File: src/rtl/perf_counter_bank.sv
// Bank of event-selectable performance counters on a simple io bus.
// Each counter picks one event line, counts its pulses while enabled,
// wraps with a sticky overflow flag and can raise a level interrupt.
// COUNT_LO reads latch the upper bits so software gets an atomic wide read.
module perf_counter_bank #(
  parameter int          NUM_EVENTS    = 16,
  parameter int          NUM_COUNTERS  = 4,
  parameter int          COUNTER_WIDTH = 48,
  parameter logic [31:0] BASE_ADDRESS  = 32'h0011_0000
) (
  input  logic                  clk,
  input  logic                  reset,
  input  logic [NUM_EVENTS-1:0] perf_events,
  input  logic                  write_en,
  input  logic                  read_en,
  input  logic [31:0]           address,
  input  logic [31:0]           write_data,
  output logic [31:0]           read_data,
  output logic                  overflow_irq
);

  localparam int          HI_WIDTH = COUNTER_WIDTH - 32;
  localparam logic [4:0]  NUM_CTR  = 5'(NUM_COUNTERS);
  localparam logic [31:0] ID_VALUE = {8'(COUNTER_WIDTH), 8'(NUM_COUNTERS),
                                      8'(NUM_EVENTS), 8'h01};

  // Per-counter state
  logic [5:0]               event_sel_reg [NUM_COUNTERS];
  logic                     count_en_reg  [NUM_COUNTERS];
  logic                     irq_en_reg    [NUM_COUNTERS];
  logic                     ovf_flag_reg  [NUM_COUNTERS];
  logic [COUNTER_WIDTH-1:0] count_reg     [NUM_COUNTERS];

  // Shared snapshot of the upper bits taken on a COUNT_LO read
  logic [HI_WIDTH-1:0] snap_reg;
  logic                snap_valid_reg;
  logic [3:0]          snap_idx_reg;

  logic [NUM_COUNTERS-1:0] ovf_vec;
  logic [NUM_COUNTERS-1:0] irq_en_vec;

  // Address decode
  logic       block_hit;
  logic [8:0] offset;
  logic [3:0] ctr_idx;
  logic [1:0] reg_sel;
  logic       ctr_hit;
  logic       ovf_hit;
  logic       id_hit;
  logic       lo_read;

  assign block_hit = (address[31:9] == BASE_ADDRESS[31:9]);
  assign offset    = address[8:0];
  assign ctr_idx   = offset[7:4];
  assign reg_sel   = offset[3:2];
  assign ctr_hit   = block_hit && !offset[8] && (offset[1:0] == 2'b00) &&
                     ({1'b0, ctr_idx} < NUM_CTR);
  assign ovf_hit   = block_hit && (offset == 9'h100);
  assign id_hit    = block_hit && (offset == 9'h104);
  assign lo_read   = read_en && ctr_hit && (reg_sel == 2'd2);

  // Event lines padded to the full select range: selects past NUM_EVENTS see 0
  logic [63:0] events_padded;
  assign events_padded = 64'(perf_events);

  for (genvar gi = 0; gi < NUM_COUNTERS; gi++) begin : g_ctr
    logic wr_this;
    logic wr_count;
    logic inc;
    logic wraps;
    logic clr_ovf;

    assign wr_this  = write_en && ctr_hit && (ctr_idx == 4'(gi));
    assign wr_count = wr_this && reg_sel[1];
    assign inc      = count_en_reg[gi] && events_padded[event_sel_reg[gi]];
    assign wraps    = &count_reg[gi];
    assign clr_ovf  = write_en && ovf_hit && write_data[gi];

    // Config registers, counter (software writes beat events) and sticky overflow
    always_ff @(posedge clk or negedge reset) begin
      if (!reset) begin
        event_sel_reg[gi] <= '0;
        count_en_reg[gi]  <= 1'b0;
        irq_en_reg[gi]    <= 1'b0;
        count_reg[gi]     <= '0;
        ovf_flag_reg[gi]  <= 1'b0;
      end else begin
        if (wr_this && reg_sel == 2'd0) begin
          event_sel_reg[gi] <= write_data[5:0];
        end
        if (wr_this && reg_sel == 2'd1) begin
          count_en_reg[gi] <= write_data[0];
          irq_en_reg[gi]   <= write_data[1];
        end
        if (wr_this && reg_sel == 2'd2) begin
          count_reg[gi][31:0] <= write_data;
        end else if (wr_this && reg_sel == 2'd3) begin
          count_reg[gi][COUNTER_WIDTH-1:32] <= write_data[HI_WIDTH-1:0];
        end else if (inc) begin
          count_reg[gi] <= count_reg[gi] + COUNTER_WIDTH'(1);
        end
        // A fresh wrap wins over a simultaneous clear so no overflow is lost
        if (inc && wraps && !wr_count) begin
          ovf_flag_reg[gi] <= 1'b1;
        end else if (clr_ovf) begin
          ovf_flag_reg[gi] <= 1'b0;
        end
      end
    end

    assign ovf_vec[gi]    = ovf_flag_reg[gi];
    assign irq_en_vec[gi] = irq_en_reg[gi];
  end

  // Select the addressed counter's state for the read mux
  logic [5:0]               sel_event;
  logic                     sel_en;
  logic                     sel_irq_en;
  logic [COUNTER_WIDTH-1:0] sel_count;
  logic [HI_WIDTH-1:0]      hi_value;
  logic [31:0]              read_value;

  // Read mux; unmapped locations and misses return zero
  always_comb begin
    sel_event  = '0;
    sel_en     = 1'b0;
    sel_irq_en = 1'b0;
    sel_count  = '0;
    for (int n = 0; n < NUM_COUNTERS; n++) begin
      if (ctr_idx == 4'(n)) begin
        sel_event  = event_sel_reg[n];
        sel_en     = count_en_reg[n];
        sel_irq_en = irq_en_reg[n];
        sel_count  = count_reg[n];
      end
    end
    hi_value = (snap_valid_reg && snap_idx_reg == ctr_idx) ?
               snap_reg : sel_count[COUNTER_WIDTH-1:32];
    read_value = '0;
    if (ctr_hit) begin
      case (reg_sel)
        2'd0:    read_value = {26'd0, sel_event};
        2'd1:    read_value = {30'd0, sel_irq_en, sel_en};
        2'd2:    read_value = sel_count[31:0];
        default: read_value = 32'(hi_value);
      endcase
    end else if (ovf_hit) begin
      read_value = 32'(ovf_vec);
    end else if (id_hit) begin
      read_value = ID_VALUE;
    end
  end

  // Registered read data plus snapshot tracking: only a COUNT_LO read arms it,
  // any other read disarms it so a lone COUNT_HI read sees live bits
  always_ff @(posedge clk or negedge reset) begin
    if (!reset) begin
      read_data      <= '0;
      snap_reg       <= '0;
      snap_valid_reg <= 1'b0;
      snap_idx_reg   <= '0;
    end else if (read_en) begin
      read_data      <= read_value;
      snap_valid_reg <= lo_read;
      if (lo_read) begin
        snap_reg     <= sel_count[COUNTER_WIDTH-1:32];
        snap_idx_reg <= ctr_idx;
      end
    end
  end

  // Level interrupt, registered one cycle behind the flags
  always_ff @(posedge clk or negedge reset) begin
    if (!reset) begin
      overflow_irq <= 1'b0;
    end else begin
      overflow_irq <= |(ovf_vec & irq_en_vec);
    end
  end

endmodule

File: config.mk
export PLATFORM = sky130hd
export DESIGN_NAME = perf_counter_bank
export DESIGN_NICKNAME = d
export VERILOG_FILES = /design/src/rtl/perf_counter_bank.sv
export SDC_FILE = /design/constraint.sdc
export NUM_CORES = 1
export LEC_CHECK = 0
export BUFFER_PORTS_ARGS = -buffer_cell sky130_fd_sc_hd__buf_2
export CORE_MARGIN = 1
export CORE_UTILIZATION = 45
export DETAILED_ROUTE_END_ITERATION = 16
export SYNTH_ARGS = -nofsm -noshare
export SYNTH_HDL_FRONTEND = slang
export SYNTH_SLANG_ARGS = --single-unit
File: constraint.sdc
create_clock -name clk -period 3.1 [get_ports clk]
set_clock_uncertainty 0.1 [all_clocks]
set_input_delay 0.775 -clock clk [delete_from_list [all_inputs] [get_ports clk]]
set_output_delay 0.775 -clock clk [all_outputs]
set_load 0.01 [all_outputs]
# == After elaboration in Yosys (flattened, before gate mapping) ==
# Cells that the tools add are included.
# op_classes
add_sub_neg,4
magnitude_cmp,5
eq_ne,14
muxes,53
bitwise,5
n_reduce_logical,84
# ops
cell,count
48-bit two-way mux,8
32-bit two-way mux,9
"48-bit by 1-bit adder with 48-bit output, second input constant",4
48-bit AND reduction,4
32-bit one-hot mux with 3 select lines,1
16-bit two-way mux,5
30-bit two-way mux,2
1-bit logical AND,50
"6-bit by 7-bit < comparator with 1-bit output, second input constant",4
1-bit binary-select mux with 6-bit select,4
6-bit two-way mux,4
2-bit nonzero test,12
"23-bit by 12-bit equality test with 1-bit output, second input constant",1
1-bit two-way mux,20
"9-bit equality test, second input constant",2
2-bit AND reduction,9
"4-bit by 2-bit equality test with 1-bit output, second input constant",2
"2-bit != test, second input constant",4
1-bit logical NOT,5
4-bit AND,1
"2-bit equality test, second input constant",2
"4-bit by 1-bit equality test with 1-bit output, second input constant",1
4-bit equality test,1
2-bit logical NOT,2
other kinds (5),8
# word_totals
register_bits,282
in_bits,84
out_inout_bits,33
elab_cells,194

# == Depth between registers and ports, before layout ==
# depth
depth_word,10
ltp_mapped,11
depth_no_buf,9

# == Least setup slack after synthesis ==
# No wires, ideal clock.
# synth_timing
path_type,input to register
from,input address[4]
to,register read_data[2]
setup_time_ns,0.135
arrival_ns,2.702
setup_slack_ns,0.162
path_stages,9
cell_sequence,clkbuf_1 > buf_1 > clkbuf_1 > mux4_2 > and2_1 > mux2i_1 > nor2_1 > a221oi_1 > o31ai_1
# synth_via
elab_chain_cells,8
word_cells_on_any_way,22
classes_between,1 x order compare; 5 x eq/ne; 12 x mux; 4 x reduce/logical
# synth_rtl
element,line_no,rtl
from (decl),16,"input logic [31:0] address,"
4-bit logical NOT,130,if (ctr_idx == 4'(n)) begin
48-bit two-way mux (4 in series),130,
16-bit two-way mux,137,hi_value = (snap_valid_reg && snap_idx_reg == ctr_idx) ?
32-bit one-hot mux with 3 select lines,141,case (reg_sel)
32-bit two-way mux (*),140,if (ctr_hit) begin
to (signal assigned),163,read_data <= read_value;
to (decl),18,"output logic [31:0] read_data,"
# Mark *: on every way between the ends. The rest lies on a longest branch, timed or not.
# A chain may end at the register's enable or synchronous reset.

# == Worst setup path after layout ==
# layout_timing
from,register count_reg[96] (netlist name)
to,register count_reg[128] (netlist name)
# layout_via
elab_chain_cells,3
# layout_rtl
element,line_no,rtl
from (decl),32,logic [COUNTER_WIDTH-1:0] count_reg [NUM_COUNTERS];
"from (signal, indexed assignment)",96,count_reg[gi][31:0] <= write_data;
"from (signal, indexed assignment)",98,count_reg[gi][COUNTER_WIDTH-1:32] <= write_data[HI_WIDTH-1:0];
"from (signal, indexed assignment)",100,count_reg[gi] <= count_reg[gi] + COUNTER_WIDTH'(1);
48-bit by 1-bit adder with 48-bit output,100,
48-bit two-way mux,99,end else if (inc) begin
16-bit two-way mux,97,end else if (wr_this && reg_sel == 2'd3) begin
# No other way between the ends. The select of a mux whose other input is x is not followed.

==> impl_metrics.ini <==
[sta]
fin_worst_hold_slack_ps = 38.1
finalMaxSlewViolations = 0
final-hold-violation-count = 0
fin_ws_ps = 131
setup_viol = 0
slew_headroom_pct = 62.2
setup-tns-final_ps = 0
fin_crit_sh_pct = 95.8
worst_slew_pin_slew_ps = 565
rsz0062_at_grt = no
layout_min_cycle_time_ps = 2970
clock.fmax_ghz = 0.337

[setup_path]
rr_startpoint = count_reg[96]$_DFFE_PN0P_
rr_endpoint = count_reg[128]$_DFFE_PN0P_
crit_path_end_kind = register
cp_max_fo = 4
rrSetupSlack_ps = 130
worstSetupStartpoint = count_reg[96]$_DFFE_PN0P_
slowest_stage = or4_1
criticalPathCategory = register to register
worst_setup_path_start_kind = register
cpMostUsedCell = or4_1
crit_path_max_incr_delay_ps = 600
crit_chain = ha_1 -> nand3_2 -> or4_1 -> or4_1 -> nor2_1 -> nand2_1 -> nand3_1 -> o31ai_1 -> a221o_1
worstRegToRegCells = 9
critPathArrivalTime_ps = 3290
endpoint = count_reg[128]$_DFFE_PN0P_
crit_required_ps = 3430

[clocking]
hold_buffers = 0
cts_made_buffers = 36
clk_pin_slew_ps = 60
cts.path.max_buffers = 3
root_buffer = clkbuf_16
cts_tree = done
clk_latency_ps = 560
post_cts_buffers = 0
cts.sinks = 282
ctsHtreeMaxLevel = 2

[pwr]
finalPower_mw = 8.73
peakVddDrop_mv = 0.300
p_leak_nw = 9.02
p_per_area_mw_per_mm2 = 418

[logic_synthesis]
synth_most_common_cell = nand2_1
syn-num-nets = 2025
synthFlopType = dfrtp_1
avgSynthCellArea_um2 = 9.02
async_reset_ff_share_pct = 100
synth.top_cell.area_share_pct = 40.4
synth-seq-area-share_pct = 40.4
yosysTopAreaCell = dfrtp_1
synth.distinct_cells = 71
yosys-top-cells-area = dfrtp_1, mux4_2, nand2_1
synth.top_cells.by_count = nand2_1, dfrtp_1, a21oi_1
synth_edf_count = 0
yosys_warnings = 0
ys_ff_latch = 282
mappedNetlistArea_mm2 = 0.0175
synth_cells = 1937

[final_layout]
fin_cells = 2642
antennaDiodeCount = 0
layout-drive-gt1-share_pct = 21.4
synthToLayoutAreaGrowth_pct = 19.4
nets = 2192
final_cell_area_mm2 = 0.0209
largest_register_ffs = 192
utilization_pct = 55.0

[global_route]
grt-ovfl-total = 0
grt_max_degree = 83
grt_usage_pct = 33.0
grt_pass1_vias = 15700
grt_first_pass_wirelength_mm = 97.5
antenna_found_initial = 0

[placed_design]
placed_area_mm2 = 0.0196
place.detailed.hpwl_mm = 46.9
dp_cells = 2577
portBuffers = 116
place_congestion = 0.964
place_ws_ps = -337

[detailed_routing]
drt-total-wl_mm = 64.1
antenna_left = 0
viasPerCell = 6.36
drc = 0
drtIter0Drc = 1616
first_pass_iters = 5
vias = 16800
wl_per_cell_um = 24.3

[die]
rows = 71
die_w_um = 199
die_y_um = 199
core-area_mm2 = 0.0379
dieArea_mm2 = 0.0396
io_pins = 117
start_util_pct = 46.1

[outcome]
run_status = complete, no violations

[run]
max_cap_viol_count = 0

[hold_path]
hold_class = primary input to async pin
## routing by layer
metal / up-vias / GRT usage (%) / part of all wire, % / routed length [um]
li1: 7449 / - / - / -
met1: 8414 / 49.2 / 44 / 28200
met2: 833 / 47.4 / 43 / 27400
met3: 105 / 6.03 / 10 / 6390
met4: 0 / 12.0 / 3.2 / 2060
met5: - / 0 / 0 / 0
## report_power, final
group / internal [mW] / switching, mW
clock network: 2.78 / 1.74
logic: 0.162 / 0.319
registers: 3.70 / 0.0282
total: 6.64 / 2.09
## cells by family (layout without fill, tap and decap cells)
kind of cell             after synthesis  in the layout  synth area share (%)
adder cells (fa/ha/maj)                4              4                 0.286
XOR/XNOR                              57             57                  2.86
AND/OR/NAND/NOR                      824            824                  22.9
multiplexers                         141            141                  13.4
buffers and inverters                157            351                  3.69
AO/OA/AOI/OAI                        472            472                  16.5
flip-flops                           282            282                  40.4
## worst min-delay path by stage
| stage | end | slack (ps) | cells past startpoint |
|---|---|---|---|
| floorplan | snap_reg[5]$_DFFE_PN0P_ | 340 | 2 |
| global placement | snap_reg[5]$_DFFE_PN0P_ | 360 | 2 |
| detailed placement | snap_reg[5]$_DFFE_PN0P_ | 360 | 2 |
| CTS | event_sel_reg[19]$_DFFE_PN0P_ | 30 | 1 |
| global route | snap_idx_reg[2]$_DFFE_PN0P_ | 60 | 1 |
| finish | snap_idx_reg[2]$_DFFE_PN0P_ | 40 | 1 |
## final cells by class
type                       instances  area [um2]
tap                              511         639
inverter                          33         124
sequential                       282        7060
clock inverter                    16         216
multi-input combinational       1498        9830
timing repair buffer             253        1960
clock buffer                      49        1040
fill                            3467       17100
## what timing repair did
| item | in CTS | in global routing |
|---|---|---|
| resized for setup | 0 | 5 |
| hold endpoints to repair | 0 | 0 |
| setup endpoints to repair | 0 | 15 |
## cells in the final DEF, fill, tap and decap left out, drive strengths merged, types with 6 or more instances in the layout
cell type	count
buf	253
nand2b	6
o21ai	138
a21oi	183
xor2	27
nor2b	7
nor3b	9
mux2i	32
inv	34
clkinv	10
and2	45
a22oi	6
a31oi	9
xnor2	30
and3	42
nor4b	7
a22o	15
o31ai	11
nand3	104
a32oi	14
dfrtp	282
nor4	30
a221o	32
o311ai	16
or3	8
o22ai	17
nand4	36
nand2	299
mux4	69
o211ai	12
nor2	166
nor3	40
clkbuf	49
mux2	40
## critical path: cells and delay by family, from the launching register on
family / cells / cell delay [ps]
simple gates: 6 / 1810
flops: 1 / 370
compound gates: 2 / 340
fa+ha+maj: 1 / 220
(Power assumes the default switching activity.)
